<file path="src/rtl/peripheral_ahb3_pkg.sv">
// Shared AHB3-Lite encodings and memtest master state/pattern constants.
package peripheral_ahb3_pkg;

  typedef enum logic [1:0] {
    HTRANS_IDLE   = 2'b00,
    HTRANS_BUSY   = 2'b01,
    HTRANS_NONSEQ = 2'b10,
    HTRANS_SEQ    = 2'b11
  } htrans_e;

  typedef enum logic [2:0] {
    HBURST_SINGLE = 3'b000,
    HBURST_INCR   = 3'b001
  } hburst_e;

  typedef enum logic [2:0] {
    HSIZE_BYTE  = 3'b000,
    HSIZE_HWORD = 3'b001,
    HSIZE_WORD  = 3'b010,
    HSIZE_DWORD = 3'b011
  } hsize_e;

  typedef enum logic [2:0] {
    ST_IDLE,
    ST_WR,
    ST_WR_DRAIN,
    ST_RD,
    ST_RD_DRAIN,
    ST_DONE
  } state_e;

  localparam logic [31:0] PAT_MULT  = 32'h9E37_79B9;
  localparam logic [3:0]  HPROT_VAL = 4'b0011;

endpackage

</file>
<file path="src/rtl/peripheral_ahb3_memtest_master_if.sv">
// AHB3-Lite bus bundle between the memtest master and its RAM slave.
interface peripheral_ahb3_memtest_master_if #(
  parameter int XLEN = 64,
  parameter int PLEN = 64
);
  logic            HSEL;
  logic [PLEN-1:0] HADDR;
  logic [XLEN-1:0] HWDATA;
  logic [XLEN-1:0] HRDATA;
  logic            HWRITE;
  logic [2:0]      HSIZE;
  logic [2:0]      HBURST;
  logic [3:0]      HPROT;
  logic [1:0]      HTRANS;
  logic            HMASTLOCK;
  logic            HREADY;
  logic            HRESP;

  modport master (
    output HSEL, HADDR, HWDATA, HWRITE, HSIZE, HBURST, HPROT, HTRANS, HMASTLOCK,
    input  HRDATA, HREADY, HRESP
  );

  modport slave (
    input  HSEL, HADDR, HWDATA, HWRITE, HSIZE, HBURST, HPROT, HTRANS, HMASTLOCK,
    output HRDATA, HREADY, HRESP
  );
endinterface

</file>
<file path="src/rtl/peripheral_ahb3_memtest_pattern.sv">
// Combinational test pattern: the 32-bit word SEED ^ (idx * PAT_MULT) replicated to XLEN.
module peripheral_ahb3_memtest_pattern
  import peripheral_ahb3_pkg::*;
#(
  parameter int          XLEN = 64,
  parameter logic [31:0] SEED = 32'h0000_0001
) (
  input  logic [31:0]     idx_i,
  output logic [XLEN-1:0] pat_o
);
  logic [31:0] word;

  assign word  = SEED ^ (idx_i * PAT_MULT);
  assign pat_o = {(XLEN/32){word}};
endmodule

</file>
<file path="src/rtl/peripheral_ahb3_memtest_master.sv">
// AHB3-Lite memtest master: INCR-burst write of a pattern, read-back and compare.
// Optional macro PERIPHERAL_AHB3_MEMTEST_STOP_ON_ERROR_EN stops issuing beats after the first error.
module peripheral_ahb3_memtest_master
  import peripheral_ahb3_pkg::*;
#(
  parameter int              XLEN      = 64,
  parameter int              PLEN      = 64,
  parameter logic [PLEN-1:0] BASE_ADDR = '0,
  parameter int              NUM_WORDS = 256,
  parameter logic [31:0]     SEED      = 32'h0000_0001
) (
  input  logic        HCLK,
  input  logic        HRESETn,
  input  logic        start,
  output logic        busy,
  output logic        done,
  output logic        pass,
  output logic [15:0] err_cnt,
  peripheral_ahb3_memtest_master_if.master ahb
);

  localparam logic [31:0]     LAST_IDX  = 32'(NUM_WORDS - 1);
  localparam logic [PLEN-1:0] ADDR_STEP = PLEN'(XLEN / 8);

  state_e          state_q, state_d;
  htrans_e         htrans_q, htrans_d;
  logic [PLEN-1:0] haddr_q, haddr_d;
  logic            hwrite_q, hwrite_d;
  logic [31:0]     addrIdx_q, addrIdx_d;
  logic            dataActive_q, dataActive_d;
  logic            dataWrite_q, dataWrite_d;
  logic [31:0]     dataIdx_q, dataIdx_d;
  logic            errSeen_q, errSeen_d;
  logic [15:0]     errCnt_q, errCnt_d;

  logic [XLEN-1:0] patWord;
  logic            startAccept;
  logic            respErr;
  logic            mismatch;
  logic            errInc;
  logic            stopReq;

  peripheral_ahb3_memtest_pattern #(
    .XLEN (XLEN),
    .SEED (SEED)
  ) u_pattern (
    .idx_i (dataIdx_q),
    .pat_o (patWord)
  );

  assign startAccept = start && ((state_q == ST_IDLE) || (state_q == ST_DONE));

  // An ERROR is counted on its first (HREADY=0) cycle; its closing cycle skips the compare.
  assign respErr  = dataActive_q && ahb.HRESP && !ahb.HREADY && !errSeen_q;
  assign mismatch = dataActive_q && !dataWrite_q && ahb.HREADY && !ahb.HRESP &&
                    !errSeen_q && (ahb.HRDATA != patWord);
  assign errInc   = respErr || mismatch;

`ifdef PERIPHERAL_AHB3_MEMTEST_STOP_ON_ERROR_EN
  logic stop_q, stop_d;

  assign stop_d  = startAccept ? 1'b0 : (stop_q || errInc);
  assign stopReq = stop_q || errInc;

  always_ff @(posedge HCLK or negedge HRESETn) begin
    if (!HRESETn) stop_q <= 1'b0;
    else          stop_q <= stop_d;
  end
`else
  assign stopReq = 1'b0;
`endif

  always_comb begin
    state_d   = state_q;
    htrans_d  = htrans_q;
    haddr_d   = haddr_q;
    hwrite_d  = hwrite_q;
    addrIdx_d = addrIdx_q;
    unique case (state_q)
      ST_IDLE, ST_DONE: begin
        if (start) begin
          state_d   = ST_WR;
          htrans_d  = HTRANS_NONSEQ;
          haddr_d   = BASE_ADDR;
          hwrite_d  = 1'b1;
          addrIdx_d = '0;
        end
      end
      ST_WR, ST_RD: begin
        if (ahb.HREADY) begin
          if ((addrIdx_q == LAST_IDX) || stopReq) begin
            state_d  = (state_q == ST_WR) ? ST_WR_DRAIN : ST_RD_DRAIN;
            htrans_d = HTRANS_IDLE;
          end else begin
            htrans_d  = HTRANS_SEQ;
            haddr_d   = haddr_q + ADDR_STEP;
            addrIdx_d = addrIdx_q + 32'd1;
          end
        end
      end
      ST_WR_DRAIN: begin
        if (ahb.HREADY) begin
          if (stopReq) begin
            state_d = ST_DONE;
          end else begin
            state_d   = ST_RD;
            htrans_d  = HTRANS_NONSEQ;
            haddr_d   = BASE_ADDR;
            hwrite_d  = 1'b0;
            addrIdx_d = '0;
          end
        end
      end
      ST_RD_DRAIN: begin
        if (ahb.HREADY) state_d = ST_DONE;
      end
      default: state_d = ST_IDLE;
    endcase
  end

  // Data-phase tracker: an accepted address phase becomes the next data phase.
  always_comb begin
    dataActive_d = dataActive_q;
    dataWrite_d  = dataWrite_q;
    dataIdx_d    = dataIdx_q;
    errSeen_d    = errSeen_q || respErr;
    if (ahb.HREADY) begin
      dataActive_d = (htrans_q != HTRANS_IDLE);
      dataWrite_d  = hwrite_q;
      dataIdx_d    = addrIdx_q;
      errSeen_d    = 1'b0;
    end
  end

  always_comb begin
    errCnt_d = errCnt_q;
    if (startAccept)                          errCnt_d = '0;
    else if (errInc && (errCnt_q != 16'hFFFF)) errCnt_d = errCnt_q + 16'd1;
  end

  always_ff @(posedge HCLK or negedge HRESETn) begin
    if (!HRESETn) begin
      state_q      <= ST_IDLE;
      htrans_q     <= HTRANS_IDLE;
      haddr_q      <= BASE_ADDR;
      hwrite_q     <= 1'b0;
      addrIdx_q    <= '0;
      dataActive_q <= 1'b0;
      dataWrite_q  <= 1'b0;
      dataIdx_q    <= '0;
      errSeen_q    <= 1'b0;
      errCnt_q     <= '0;
    end else begin
      state_q      <= state_d;
      htrans_q     <= htrans_d;
      haddr_q      <= haddr_d;
      hwrite_q     <= hwrite_d;
      addrIdx_q    <= addrIdx_d;
      dataActive_q <= dataActive_d;
      dataWrite_q  <= dataWrite_d;
      dataIdx_q    <= dataIdx_d;
      errSeen_q    <= errSeen_d;
      errCnt_q     <= errCnt_d;
    end
  end

  assign busy    = (state_q != ST_IDLE) && (state_q != ST_DONE);
  assign done    = (state_q == ST_DONE);
  assign pass    = done && (errCnt_q == 16'h0000);
  assign err_cnt = errCnt_q;

  assign ahb.HSEL      = (htrans_q != HTRANS_IDLE);
  assign ahb.HADDR     = haddr_q;
  assign ahb.HTRANS    = htrans_q;
  assign ahb.HWRITE    = hwrite_q;
  assign ahb.HWDATA    = (dataActive_q && dataWrite_q) ? patWord : '0;
  assign ahb.HSIZE     = (XLEN == 64) ? HSIZE_DWORD : HSIZE_WORD;
  assign ahb.HBURST    = HBURST_INCR;
  assign ahb.HPROT     = HPROT_VAL;
  assign ahb.HMASTLOCK = 1'b0;

endmodule

</file>
<file path="src/flat_wrapper.sv">
// flat-port wrapper written by rule: the top's interface ports become plain ports
module peripheral_ahb3_memtest_master_flat import peripheral_ahb3_pkg::*;
#(
  parameter int              XLEN      = 64,
  parameter int              PLEN      = 64,
  parameter logic [PLEN-1:0] BASE_ADDR = '0,
  parameter int              NUM_WORDS = 256,
  parameter logic [31:0]     SEED      = 32'h0000_0001
)
  (HCLK, HRESETn, start, busy, done, pass, err_cnt, ahb_HSEL, ahb_HADDR, ahb_HWDATA, ahb_HWRITE, ahb_HSIZE, ahb_HBURST, ahb_HPROT, ahb_HTRANS, ahb_HMASTLOCK, ahb_HRDATA, ahb_HREADY, ahb_HRESP);
  peripheral_ahb3_memtest_master_if #(.XLEN(XLEN), .PLEN(PLEN)) ahb_i ();
  input  logic HCLK;
  input  logic HRESETn;
  input  logic start;
  output logic busy;
  output logic done;
  output logic pass;
  output logic [15:0] err_cnt;
  output wire logic [$bits(ahb_i.HSEL)-1:0] ahb_HSEL;
  output wire logic [$bits(ahb_i.HADDR)-1:0] ahb_HADDR;
  output wire logic [$bits(ahb_i.HWDATA)-1:0] ahb_HWDATA;
  output wire logic [$bits(ahb_i.HWRITE)-1:0] ahb_HWRITE;
  output wire logic [$bits(ahb_i.HSIZE)-1:0] ahb_HSIZE;
  output wire logic [$bits(ahb_i.HBURST)-1:0] ahb_HBURST;
  output wire logic [$bits(ahb_i.HPROT)-1:0] ahb_HPROT;
  output wire logic [$bits(ahb_i.HTRANS)-1:0] ahb_HTRANS;
  output wire logic [$bits(ahb_i.HMASTLOCK)-1:0] ahb_HMASTLOCK;
  input wire logic [$bits(ahb_i.HRDATA)-1:0] ahb_HRDATA;
  input wire logic [$bits(ahb_i.HREADY)-1:0] ahb_HREADY;
  input wire logic [$bits(ahb_i.HRESP)-1:0] ahb_HRESP;
  assign ahb_HSEL = ahb_i.HSEL;
  assign ahb_HADDR = ahb_i.HADDR;
  assign ahb_HWDATA = ahb_i.HWDATA;
  assign ahb_HWRITE = ahb_i.HWRITE;
  assign ahb_HSIZE = ahb_i.HSIZE;
  assign ahb_HBURST = ahb_i.HBURST;
  assign ahb_HPROT = ahb_i.HPROT;
  assign ahb_HTRANS = ahb_i.HTRANS;
  assign ahb_HMASTLOCK = ahb_i.HMASTLOCK;
  assign ahb_i.HRDATA = ahb_HRDATA;
  assign ahb_i.HREADY = ahb_HREADY;
  assign ahb_i.HRESP = ahb_HRESP;
  peripheral_ahb3_memtest_master #(.XLEN(XLEN), .PLEN(PLEN), .BASE_ADDR(BASE_ADDR), .NUM_WORDS(NUM_WORDS), .SEED(SEED)) u_core (.HCLK(HCLK), .HRESETn(HRESETn), .start(start), .busy(busy), .done(done), .pass(pass), .err_cnt(err_cnt), .ahb(ahb_i));
endmodule
</file>
<file path="config.mk">
export PLATFORM = sky130hd
export DESIGN_NAME = peripheral_ahb3_memtest_master_flat
export DESIGN_NICKNAME = d
export VERILOG_FILES = /design/src/rtl/peripheral_ahb3_pkg.sv /design/src/rtl/peripheral_ahb3_memtest_master_if.sv /design/src/rtl/peripheral_ahb3_memtest_pattern.sv /design/src/rtl/peripheral_ahb3_memtest_master.sv /design/src/flat_wrapper.sv
export SDC_FILE = /design/constraint.sdc
export NUM_CORES = 1
export LEC_CHECK = 0
export BUFFER_PORTS_ARGS = -buffer_cell sky130_fd_sc_hd__buf_2
export CAP_MARGIN = 20
export CORE_MARGIN = 5
export CORE_UTILIZATION = 50
export DETAILED_ROUTE_END_ITERATION = 12
export HOLD_SLACK_MARGIN = 0.15
export MAX_ROUTING_LAYER = met4
export PLACE_DENSITY = 0.78
export SYNTH_ARGS = -nofsm -noshare
export SYNTH_HDL_FRONTEND = slang
export SYNTH_HIERARCHICAL = 1
export SYNTH_SLANG_ARGS = --single-unit
</file>
<file path="constraint.sdc">
create_clock -name HCLK -period 20.7 [get_ports HCLK]
set_input_delay 0 -clock HCLK [delete_from_list [all_inputs] [get_ports HCLK]]
set_output_delay 0 -clock HCLK [all_outputs]
set_load 0.02 [all_outputs]
</file>
* Word level (Yosys, flattened, before mapping)
Cells that the tools add are included.
Operators by class: equality and inequality tests 15, add/sub/neg operators 3, multiply operators 1, bitwise operators 1, multiplexer cells 29, reduce and logical (&&, ||, !) cells 33
Operators with widths (count):
- 64-bit two-way mux | 5
- 64-bit one-hot mux with 3 select lines | 1
- 32-bit two-way mux | 4
- 32-bit one-hot mux with 3 select lines | 1
- 64-bit by 4-bit adder with 64-bit output (second input constant) | 1
- 64-bit inequality test | 1
- 32-bit by 1-bit adder with 32-bit output (second input constant) | 1
- 32-bit by 8-bit equality test with 1-bit output (second input constant) | 1
- 32-bit by 32-bit multiplier with 32-bit output (second input constant) | 1
- 16-bit two-way mux | 2
- 3-bit two-way mux | 6
- 16-bit by 1-bit adder with 16-bit output (second input constant) | 1
- 16-bit zero test | 1
- 16-bit inequality test (second input constant) | 1
- 1-bit logical AND | 13
- 3-bit one-hot mux with 4 select lines | 1
- 2-bit inequality test (second input constant) | 5
- 5-bit AND reduction | 2
- 2-bit two-way mux | 4
- 3-bit by 2-bit equality test with 1-bit output (second input constant) | 2
- 3-bit equality test (second input constant) | 2
- 2-bit one-hot mux with 3 select lines | 1
- 2-bit nonzero test | 3
- 3-bit nonzero test | 2
- 12 further kinds | 20
Word-level totals: flip-flop bits (word level) 153, input bits 69, output and inout port bits 162

* Logic depth before layout (Yosys ltp)
Gate-level depths: netlist (run 1).
depth after elaboration 10, mapped depth 34

* Hierarchy
Netlist (run 1), hierarchy kept.
By module, submodules not included:
- peripheral_ahb3_memtest_pattern | cells each 1016, area each 10037.1 µm², times used 1
- peripheral_ahb3_memtest_master | cells each 918, area each 8770.9 µm², times used 1

* Least setup slack after synthesis (run 1)
No wires, ideal clock.
path kind reg-to-reg, start point reg u_core.dataIdx_q[6], end point reg u_core.errCnt_q[6] (netlist: u_core/err_cnt[6]), slack 12.351 ns, period minus slack after synthesis 8.349 ns, library setup time 0.078 ns, buffers on the path 3, arrival time 8.271 ns, cell stages (with the launch flop) 34, cell sequence dfrtp_1 -> inv_1 -> fa_1 -> inv_1 -> fa_1 -> fa_1 -> inv_1 -> fa_1 -> inv_1 -> fa_1 -> inv_1 -> fa_1 -> inv_1 -> fa_1 -> inv_1 -> fa_1 -> inv_1 -> ha_1 -> nand3_1 -> a2bb2oi_2 -> o31ai_4 -> a211oi_2 -> nor4b_1 -> or3b_1 -> buf_4 -> xnor2_1 -> nand4_1 -> nor4_1 -> nand4_1 -> a21oi_1 -> clkbuf_1 -> clkbuf_1 -> o21ai_0 -> a21oi_1
Between the ends: longest elaborated chain between the ends 6
RTL lines:
- start, declared | line peripheral_ahb3_memtest_master.sv:32 | logic [31:0] dataIdx_q, dataIdx_d;
- start signal, assigned | line peripheral_ahb3_memtest_master.sv:161 | dataIdx_q <= dataIdx_d;
- 32-bit by 32-bit multiplier with 32-bit output | line peripheral_ahb3_memtest_pattern.sv:13 | assign word = SEED ^ (idx_i * PAT_MULT);
- net u_core.patWord[30] | line peripheral_ahb3_memtest_master.sv:36 | logic [XLEN-1:0] patWord;
- 64-bit inequality test | line peripheral_ahb3_memtest_master.sv:56 | !errSeen_q && (ahb.HRDATA != patWord);
- 1-bit logical AND | line peripheral_ahb3_memtest_master.sv:56
- 1-bit logical OR | line peripheral_ahb3_memtest_master.sv:57 | assign errInc = respErr || mismatch;
- 1-bit logical AND | line peripheral_ahb3_memtest_master.sv:138 | else if (errInc && (errCnt_q != 16'hFFFF)) errCnt_d = errCnt_q + 16'd1;
- 2-bit nonzero test (no source line)
- end signal, assigned | line peripheral_ahb3_memtest_master.sv:163 | errCnt_q <= errCnt_d;
- end, declared | line peripheral_ahb3_memtest_master.sv:34 | logic [15:0] errCnt_q, errCnt_d;
The timed path passes the listed nets, and every way through them passes these cells. A chain may end at the register's enable or synchronous reset.

* Worst setup path after layout (run 1)
start point reg u_core.dataIdx_q[5], end point reg u_core.errCnt_q[7] (netlist: u_core/err_cnt[7])
Same word-level chain as after synthesis.

==> results of run 1 <==
-- flip-flops by register name, summed over array words and instances (netlist names) --
register and flops:
u_core/ahb.HWRITE 1, u_core/ahb.HTRANS 2, u_core/dataActive_q 1, u_core/dataIdx_q 32, u_core/addrIdx_q 32, u_core/dataWrite_q 1, u_core/errSeen_q 1, u_core/err_cnt 16
u_core/state_q 3, u_core/ahb.HADDR 61
-- through the flow --
stage / hold WS [ns] / util
after floorplan: -0.296 / -
after global placement: 0.170 / 0.536
after detailed placement: 0.170 / 0.537
after CTS: 0.165 / 0.553
after global routing: 0.193 / 0.554
final: 0.182 / 0.554
-- logic make-up after synthesis --
family,after synthesis,share of synthesized area
buffers and inverters,496,0.111
and+or+nand+nor,467,0.142
adders and majority gates,436,0.381
xor gates and xnor gates,202,0.0941
DFF,150,0.200
AOI/OAI and AO/OA,143,0.0495
muxes,38,0.0226
other,2,0.000399
-- placed cells by master, fill, tap and decap left out, types with 4 or more instances in the layout --
cell,Yosys,routed
a21o_1,13,13
a21oi_1,51,50
a21oi_2,4,4
and2_1,9,9
and3_1,82,82
and4_1,12,12
buf_2,7,215
buf_4,50,6
clkbuf_16,0,17
conb_1,2,14
dfrtp_1,150,150
fa_1,229,229
ha_1,206,206
inv_1,402,402
inv_6,0,5
mux2_2,36,36
nand2_1,59,59
nand3_1,50,50
nand4_1,39,39
nor2_1,109,109
nor3_1,23,23
nor3_2,4,4
nor4_1,17,17
nor4_4,5,5
o211ai_1,5,5
o21a_1,5,5
o21ai_0,32,32
or3_1,21,21
or4_1,10,10
xnor2_1,155,155
xor2_1,47,47
-- worst max path at each step --
stage,start,endpoint,slack (ns)
after global placement,u_core/dataIdx_q[5],u_core/err_cnt[14],11.41
after floorplan,u_core/dataIdx_q[6],u_core/err_cnt[6],12.35
after global routing,u_core/dataIdx_q[5],u_core/err_cnt[6],10.71
after CTS,u_core/dataIdx_q[4],u_core/err_cnt[7],11.39
after detailed placement,u_core/dataIdx_q[5],u_core/err_cnt[7],11.42
final,u_core/dataIdx_q[5],u_core/err_cnt[7],11.29
-- metal layers --
| metal | share of wire | vias to the layer above | routed length [microns] |
|---|---|---|---|
| met2 | 0.49 | 449 | 25100 |
| li1 | - | 6491 | - |
| met5 | 0 | - | 0 |
| met4 | 0.031 | 0 | 1590 |
| met3 | 0.051 | 75 | 2610 |
| met1 | 0.42 | 6984 | 21400 |
-- synth_stat cells (32+ instances only) --
master   number  share of area
xnor2_1     155          0.072
o21ai_0      32         0.0085
buf_4        50          0.020
inv_1       402          0.080
nand3_1      50          0.013
a21oi_1      51          0.014
xor2_1       47          0.022
fa_1        229           0.24
nand4_1      39          0.013
ha_1        206           0.14
dfrtp_1     150           0.20
mux2_2       36          0.022
and3_1       82          0.027
nand2_1      59          0.012
nor2_1      109          0.022
-- critical path, delay by kind of cell, from the launching register on --
family          cells  cell delay [ns]
compound gates      7             1.97
xor+xnor            2             0.60
fa+ha+maj           9             4.45
buf+inv             9             0.89
flops               1             0.60
simple gates        5             0.81
-- layout make-up --
class                   count  area (sq um)  share of cell area
multi-input cells        1300         13000               0.629
flip-flops and latches    150          3750               0.181
inverters                 403          1510              0.0730
repair buffers            226          1180              0.0571
well taps                 511           639              0.0309
clock buffers              19           433              0.0209
clock inverters            13           165             0.00797
==> metrics.txt, run 1 <==
Synth Warn # 6; Synth Register Bits 150; FF-to-FF path depth 32; Finished Cell Area around 21000 sq um; max-slew violations 0; CP Capture Type register; vias 14.0k; reg2reg start u_core/dataIdx_q[5]; met1 Track Usage GR 0.333; DR iter-0 viols 857; crit path max-delay cell type a21oi_1; CTS clk-pin slew, worst paths 0.07 ns; Critical Path Max Stage Delay 0.76 ns; Die Height 204 microns; GRT met2 Usage 0.411; die extent in x about 200 microns; Core ar. 37400 sq um; Initial Util 0.503; Hold Path Sink u_core/errSeen_q; Critical Path AT just under 10 ns; Cells after Synth roughly 1.9k; Worst Path Required 21.04 ns; Post-synth top flop dfrtp_1; worst-skew pair later-pin latency approximately 0.42 ns; worst slew pin tran around 0.96 ns; number of global-route vias before repair ~15k; grt met3 use 0.0351; Antenna Cells 0; synthesis-to-layout area growth 10.1%; crit path time final 9.41 ns; CTS buffer count 17; worst hold path type in -> reg; GR peak layer met2; worst hold path stage count 3; Routed WL between 50000 and 60000 microns; clk root buf clkbuf_16; hpwl dp approximately 42000 microns; final hold vios 0; RSZ-0062 raised after global routing no; layout cells sized above 1 0.155; placed inst area 20100 sq um; drt first pass iters 5; Row Count a little over 70; Routed WL per cell slightly below 20 microns; Layout Cells excl Fill ~2.6k; status completed; fin worst setup slack ~11 ns; Avg Cell Area, Syn around 9.7 sq um; antenna violations before repair 0; EDFF count, synth 0; Post-synth ARST share 1.00; distinct cell type count after synthesis 76; PostCTS Resize Cnt 0; placed insts around 2.6k; area of the die just over 40000 sq um; relative slew slack 0.361; Hold Buf Count CTS 3; CP max FO 13; crit start category register; deepest clock path buffer count 2; # DRC 0; H-tree levels 4; final setup fails 0; sequential area share after synthesis 0.200; max_cap viols 0; aggregate global-route resource usage 0.252; Post-Syn Area roughly 19000 sq um; PortBufs ~220; Period Utilization, post-route 0.455; I/O pins between 200 and 250; nets@finish about 2.6k; Final ANT Viol Nets 0; Via density 5.34; total grt overflow 0; Clock Sinks 150; hold path start ahb_HREADY; # fillers approximately 3.3k; largest net degree at the start of global routing 103; postcts setup bufs 0; Crit Path Class reg -> reg; Max Fclk about 0.11 GHz; post-route setup TNS 0 ns; CTS tree yes; Worst R2R End u_core/err_cnt[7]; first-pass GRT wire length between 80000 and 90000 microns; pre-CTS WS between 10 and 15 ns; R2R Setup Slk between 10 and 15 ns; RD Place Congestion a little over 1; clock skew between 0.015 and 0.02 ns
Power of run 1 is left out: the tool's default activity adds up to more than one toggle a clock period on the data nets, which glitch-free logic cannot reach.
==> run 2: changes to the inputs <==
clock period = 9.2 ns   (was 20.7 ns; I/O delays follow)
==> metrics.txt, run 2 (synthesis results as in run 1) <==
Period Utilization, post-route 0.942; relative slew slack 0.317; worst hold path type in -> async; CTS clk-pin slew, worst paths around 0.070 ns; crit path to u_core/err_cnt[14]; Clock Sinks 150; most common cell after layout, fill and taps aside inv_1; CTS buffer count 17; Core ar. ~37000 sq um; first-pass GRT wire length about 80000 microns; Row Count around 70; final setup fails 0; max-slew violations 0; crit start category register; # DRC 0; Critical Path Max Stage Delay between 0.6 and 0.7 ns; die extent in x approximately 200 microns; multi-input logic area 13000 sq um; Crit Path Class reg -> reg; post-route setup TNS 0 ns; drt first pass iters 5; crit path time final between 8 and 9 ns; layout cells sized above 1 0.160; Worst R2R End u_core/err_cnt[14]; clk root buf clkbuf_16; CP startpoint u_core/dataIdx_q[7]; CTS tree yes; max_cap viols 0; CP delay by family, top adder cells; nets@finish approximately 2.6k; PortBufs 216; DR iter-0 viols about 940; synthesis-to-layout area growth 10.3%; Reg area ~3800 sq um; area of the die between 40000 and 50000 sq um; clock skew ~0.013 ns; # fillers 3253; WP buf/inv 7; I/O pins about 230; Worst Path Required ~9.5 ns; hpwl dp about 41000 microns; Routed WL per cell between 15 and 20 microns; status completed; worst slew pin tran about 1.0 ns; vias ~14k; total grt overflow 0; number of global-route vias before repair around 15k; final hold vios 0; aggregate global-route resource usage 0.248; Via density roughly 5.4; antenna violations before repair 1; Largest register FFs slightly above 60; Die Height between 200 and 250 microns; RD Place Congestion around 0.99; Critical Path AT approximately 9 ns; reg2reg start u_core/dataIdx_q[7]; Final ANT Viol Nets 0; crit path max-delay cell type fa_1; CP Capture Type register; Initial Util 0.503; CP max FO 24; Most Frequent Cell on Critical Path fa_1; postcts setup bufs 0; R2R Setup Slk between 0.5 and 0.6 ns; RSZ-0062 raised after global routing no; Crit path depth 29; deepest clock path buffer count 2; H-tree levels 4; Max Fclk ~0.12 GHz; commonest cells after routing, fill and taps aside inv_1, fa_1, buf_2; largest net degree at the start of global routing 80; worst-skew pair later-pin latency about 0.43 ns; Routed WL around 50000 microns; FF-to-FF path depth 29
## run 2: worst register-to-register path: cells and delay by family, from the launching register on
family / cells / cell delay (ns)
buffers and inverters: 7 / 0.82
flip-flops: 1 / 0.58
adder cells (fa/ha/maj): 9 / 4.36
AO/OA/AOI/OAI: 6 / 1.26
XOR/XNOR: 1 / 0.25
AND/OR/NAND/NOR: 6 / 1.29
## run 2: area by class of cell
| class | count | area share |
|---|---|---|
| well taps | 511 | 0.0308 |
| multi-input cells | 1300 | 0.629 |
| diodes | 1 | 0.000121 |
| clock inverters | 14 | 0.00699 |
| clock buffers | 18 | 0.0212 |
| flip-flops and latches | 150 | 0.181 |
| inverters | 403 | 0.0729 |
| repair buffers | 231 | 0.0582 |
## run 2: metrics by stage
stage | instances | hold WS [ns] | setup WS (ns) | instance area (sq um) | util
detailed placement | 2592 | 0.0681 | 0.581 | 20100 | 0.538
floorplan | 1946 | -0.296 | 0.851 | 18900 | -
global placement | 2592 | 0.0675 | 0.762 | 20100 | 0.538
CTS | 2627 | 0.164 | 0.549 | 20700 | 0.554
finish | 2628 | 0.161 | 0.531 | 20700 | 0.555
global route | 2628 | 0.212 | 0.0462 | 20700 | 0.555
## run 2: how the worst min path moves through the flow
| stage | slack [ns] | end | start | cells after the start |
|---|---|---|---|---|
| 6_report | 0.16 | u_core/ahb.HADDR[22] | HRESETn | 2 |
| 2_1_floorplan | -0.30 | u_core/addrIdx_q[0] | HRESETn | 0 |
| 4_1_cts | 0.16 | u_core/ahb.HADDR[22] | HRESETn | 2 |
| 5_1_grt | 0.21 | u_core/ahb.HADDR[22] | HRESETn | 2 |
| 3_3_place_gp | 0.07 | u_core/ahb.HADDR[22] | HRESETn | 1 |
| 3_5_place_dp | 0.07 | u_core/ahb.HADDR[22] | HRESETn | 1 |
## run 2: repair_timing
action | 4_1_cts | 5_1_grt
endpoints found under the setup margin | 0 | 5
gates resized for setup | 0 | 4
hold buffers | 3 | 0
hold endpoints to repair | 75 | 0
## run 2: metal layers
layer	GRT usage	up-vias	part of all wire
li1	-	6514	-
met1	0.315	7147	0.41
met2	0.398	489	0.48
met3	0.0546	106	0.069
met4	0.0849	0	0.038
met5	-	-	0
Power of run 2 is left out for the same reason.
